`src/rtl/dmem_arbiter.sv`:
```
// Data-memory arbiter: one memory port shared by the pipeline data lane
// and an external loader/debug master, with starvation relief for EXT.
module dmem_arbiter #(
    parameter int STARVE_LIMIT = 4
) (
    input  logic        clk,
    input  logic        rst,
    input  logic        cpu_read,
    input  logic        cpu_write,
    input  logic [31:0] cpu_adr,
    input  logic [31:0] cpu_wdata,
    output logic [31:0] cpu_rdata,
    output logic        cpu_stall,
    input  logic        ext_req,
    input  logic        ext_we,
    input  logic [31:0] ext_adr,
    input  logic [31:0] ext_wdata,
    output logic        ext_gnt,
    output logic        ext_done,
    output logic [31:0] ext_rdata,
    output logic        mem_req,
    output logic        mem_we,
    output logic [31:0] mem_adr,
    output logic [31:0] mem_wdata,
    input  logic [31:0] mem_rdata,
    input  logic        mem_ack
);

    typedef enum logic [1:0] {
        IDLE,
        CPU_BUSY,
        EXT_BUSY
    } state_t;

    localparam logic [7:0] LIMIT = 8'(STARVE_LIMIT);

    state_t     state;
    logic [7:0] starve_cnt;
    logic       cpu_acc;
    logic       ext_win;
    logic       cpu_win;

    assign cpu_acc = cpu_read | cpu_write;

    // EXT only beats a pending CPU access once it has waited long enough
    assign ext_win = (state == IDLE) && ext_req &&
                     (!cpu_acc || (starve_cnt >= LIMIT));
    assign cpu_win = (state == IDLE) && !ext_win && cpu_acc;

    assign cpu_stall = !rst && cpu_acc &&
                       !((state == CPU_BUSY) && mem_ack);
    assign cpu_rdata = mem_rdata;

    always_ff @(posedge clk) begin
        if (rst) begin
            state      <= IDLE;
            starve_cnt <= '0;
            mem_req    <= 1'b0;
            mem_we     <= 1'b0;
            mem_adr    <= '0;
            mem_wdata  <= '0;
            ext_gnt    <= 1'b0;
            ext_done   <= 1'b0;
            ext_rdata  <= '0;
        end else begin
            ext_gnt  <= 1'b0;
            ext_done <= 1'b0;

            if (!ext_req || ext_win || ext_gnt) begin
                starve_cnt <= '0;
            end else if (starve_cnt != 8'hFF) begin
                starve_cnt <= starve_cnt + 8'd1;
            end

            unique case (state)
                IDLE: begin
                    unique case (1'b1)
                        ext_win: begin
                            state     <= EXT_BUSY;
                            mem_req   <= 1'b1;
                            mem_we    <= ext_we;
                            mem_adr   <= ext_adr;
                            mem_wdata <= ext_wdata;
                            ext_gnt   <= 1'b1;
                        end
                        cpu_win: begin
                            state     <= CPU_BUSY;
                            mem_req   <= 1'b1;
                            mem_we    <= cpu_write;
                            mem_adr   <= cpu_adr;
                            mem_wdata <= cpu_wdata;
                        end
                        default: begin
                            state <= IDLE;
                        end
                    endcase
                end
                CPU_BUSY: begin
                    if (mem_ack) begin
                        state   <= IDLE;
                        mem_req <= 1'b0;
                    end
                end
                EXT_BUSY: begin
                    if (mem_ack) begin
                        state     <= IDLE;
                        mem_req   <= 1'b0;
                        ext_done  <= 1'b1;
                        ext_rdata <= mem_rdata;
                    end
                end
                default: begin
                    state   <= IDLE;
                    mem_req <= 1'b0;
                end
            endcase
        end
    end

endmodule

```
`config.mk`:
```
export PLATFORM = sky130hd
export DESIGN_NAME = dmem_arbiter
export DESIGN_NICKNAME = d
export VERILOG_FILES = /design/src/rtl/dmem_arbiter.sv
export SDC_FILE = /design/constraint.sdc
export NUM_CORES = 1
export LEC_CHECK = 0
export CORE_AREA = 2 2 115 117
export CTS_CLUSTER_DIAMETER = 40
export DETAILED_ROUTE_END_ITERATION = 16
export DIE_AREA = 0 0 117 119
export PLACE_DENSITY = 0.85
export RECOVER_POWER = 50
export SETUP_SLACK_MARGIN = 0.1
export SLEW_MARGIN = 0
export SYNTH_ARGS = -nofsm -noshare
export SYNTH_HDL_FRONTEND = slang
export SYNTH_SLANG_ARGS = --single-unit
export TNS_END_PERCENT = 30
```
`constraint.sdc`:
```
create_clock -name clk -period 4.2 [get_ports clk]
set_input_delay 0.63 -clock clk [delete_from_list [all_inputs] [get_ports clk]]
set_output_delay 0.63 -clock clk [all_outputs]
set_load 0.02 [all_outputs]
```
==> qor.yml <==
timing:
  hold_viol_final: 0
  finalSetupViolations: 0
  maxSlewViolCount: 0
  clock_skew_ps: 9.164
  rsz0062_at_grt: "false"
  worst_pin_slew_ps: 1154
  tns_ps: 0
  slew_headroom: 0.2209
  post-route-period-util: 0.7490
  timing.fmax_mhz: 317.9
  period_needed_ps: 3146
power:
  comb_power_share: 0.284
  swShare: 0.2872
  power.density_nw_per_um2: 346.6
  pwr-share-clk: 0.298
  internal_power_w: 0.002009
  power.switching_w: 0.0008094
  p_leak_nw: 3.278
  p_seq_frac: 0.418
  ir_drop_uv: 234.7
worst_hold_path:
  holdPathEnd: "ext_rdata[17]"
  min-delay-start: "ext_rdata[17]"
  min_delay_path_depth: 2
  hold_class: "reg2reg"
synth:
  yosys_most_used_dff: "dfxtp_1"
  ys_seq_area_frac: 0.4329
  synth_seq_cells: 110
  synth_edf_count: 0
  syn_area_um2: 5087
  synthTopCellsByArea: "dfxtp_1, o221a_2, nor2_1, nor3_1, nand2_1"
  synth.most_common_cell: "nor2_1"
  synth_warnings: 0
  yosysTopAreaCellShare: 0.4329
  synth.avg_cell_area_um2: 8.286
  synth_fp_nets: 786
  ys_types: 34
  yosysTopAreaCell: "dfxtp_1"
  synthCells: 614
  async_reset_ff_frac: 0
  synth_common_cells: "nor2_1, dfxtp_1, nand2_1, nor3_1, o221a_2"
global_routing:
  grt_pass1_wl_um: 25660
  grt_usage: 0.2340
  grt_pass1_vias: 5080
  antenna_found_initial: 0
  gr-total-overflow: 0
  grt_max_degree: 65
clocking:
  post_cts_buffers: 0
  cts_hold_buf: 0
  clockBufferDepth: 2
  root_buffer: "clkbuf_16"
  cts_max_level: 3
  cts_tree: "yes"
  clk_pin_slew_ps: 70
  numCtsBuffers: 9
  cts.sinks: 110
  clk_latency_ps: 350
  ctsResizeCount: 0
floorplanning:
  die_h_um: 119
  die_w_um: 117
  dieArea_um2: 13920
  core_area_um2: 12870
  floorplan.rows: 42
  io_pins: 300
  initial_core_util: 0.3951
final_layout:
  final_area_um2: 8133
  syn_to_final_growth_pct: 59.86
  n_antenna_cell: 0
  layout-drive-gt1-share: 0.1067
  fin_cells: 1029
  nNetsFinal: 1023
worst_setup_path:
  worst-r2r-cell-count: 4
  slowest_delay_ps: 990
  r2r_slack_ps: 1130
  end_kind: "register"
  r2r_start: "starve_cnt[2]"
  start_kind: "input pin"
  r2r_end: "mem_wdata[4]"
  cp.arrival_ps: 3440
  required_ps: 4490
  cp_cell_sequence: "dlygate4sd3_1 > nor2_1 > o311ai_0 > buf_4 > o221a_2"
  critPathKind: "in2reg"
  critPathMaxFanout: 63
  critical_path.slowest_cell: "o311ai_0"
drt:
  drc: 0
  routedWlPerCell_um: 16.47
  drt-total-wl_um: 16950
  drt_first_pass_iters: 5
  ant_nets: 0
  dr_total_vias: 5334
  drt_iter0_markers: 513
  viasPerCell: 5.184
place:
  dp.cells: 1016
  port_buffers: 299
  place_area_um2: 7878
  place.gp.congestion: 0.8117
  place_hpwl_um: 12330
run:
  maxCapViolCount: 0
run_status:
  outcome: "complete, no violations"
==> registers in the layout (all words and copies together) (netlist names) <==
register / flops
ext_rdata: 32
mem_adr: 32
mem_wdata: 32
starve_cnt: 8
state: 2
ext_done: 1
ext_gnt: 1
mem_req: 1
mem_we: 1
==> metal layers <==
layer | part of all wire | vias up | GRT usage | wire (um)
li1 | - | 2602 | - | -
met1 | 0.39 | 2489 | 0.2687 | 6606
met2 | 0.49 | 216 | 0.3999 | 8372
met3 | 0.093 | 27 | 0.07735 | 1585
met4 | 0.023 | 0 | 0.08603 | 388
met5 | 0 | - | 0 | 0
==> kinds of logic (layout without fill, tap and decap cells) <==
logic type	Yosys count	in the layout	synth area share
compound gates	114	114	0.2027
flops	110	110	0.4329
buf+inv	85	324	0.09936
fa+ha+maj	5	5	0.01230
mux	1	1	0.002213
simple gates	298	298	0.2489
xor+xnor	1	1	0.001722
==> worst max path at each step <==
stage / startpoint / end / slack [ps] / depth (start not counted)
after detailed placement: cpu_write / mem_wdata[19] / 1250 / 5
after global placement: cpu_read / mem_wdata[18] / 1260 / 5
after CTS: cpu_read / cpu_stall / 1360 / 4
after floorplan: rst / cpu_stall / 1880 / 4
final: cpu_write / mem_wdata[4] / 1050 / 5
after global routing: cpu_write / mem_wdata[4] / 850 / 5
==> power by group through the flow <==
| stage | Sequential [W] | Combinational [W] | Clock, W |
|---|---|---|---|
| 6_report | 0.00118 | 0.000801 | 0.000839 |
| 5_1_grt | 0.00119 | 0.000859 | 0.000896 |
| 4_1_cts | 0.00118 | 0.000838 | 0.000854 |
| 3_5_place_dp | 0.00120 | 0.000834 | 0 |
| 3_3_place_gp | 0.00120 | 0.000822 | 0 |
| 2_1_floorplan | 0.00130 | 0.000327 | 0 |
==> critical path: cells and delay by family <==
family	cells	cell delay, ps
buffers and inverters	2	1310
AO/OA/AOI/OAI	2	1310
AND/OR/NAND/NOR	1	120
==> cells in the final DEF, fill, tap and decap left out, drive strengths merged, types with 2 or more instances in the layout <==
cell           instances
nor2                 142
inv                    6
or2                    3
o221a                 64
ha                     5
o31ai                  2
a211oi                 4
nand3                  5
dlygate4sd3          100
o21ai                  3
buf                    7
clkdlybuf4s50        198
clkbuf                11
nor3                  69
nand2                 69
dfxtp                110
a21oi                 34
and3                   3
nand4                  3
a31oi                  3
==> per-stage QoR <==
step / total power, W / hold slack [ps] / setup slack (ps) / utilization
after floorplan: 0.001631 / 476.6 / 1878 / -
after global placement: 0.002024 / 440.4 / 1259 / 0.6119
after detailed placement: 0.002038 / 445.7 / 1245 / 0.6119
after CTS: 0.002874 / 454.1 / 1357 / 0.6334
after global routing: 0.002943 / 468.3 / 850.8 / 0.6317
final: 0.002819 / 450.8 / 1054 / 0.6317
==> layout make-up <==
class,count,area [um^2]
Tap cell,176,220.2
Sequential cell,110,2202
Multi-Input combinational cell,419,2375
Clock buffer,11,242.7
Clock inverter,2,35.03
Fill cell,1078,4742
Timing Repair Buffer,305,3035
Inverter,6,22.52
No activity file was read; power rests on OpenSTA's default activity.
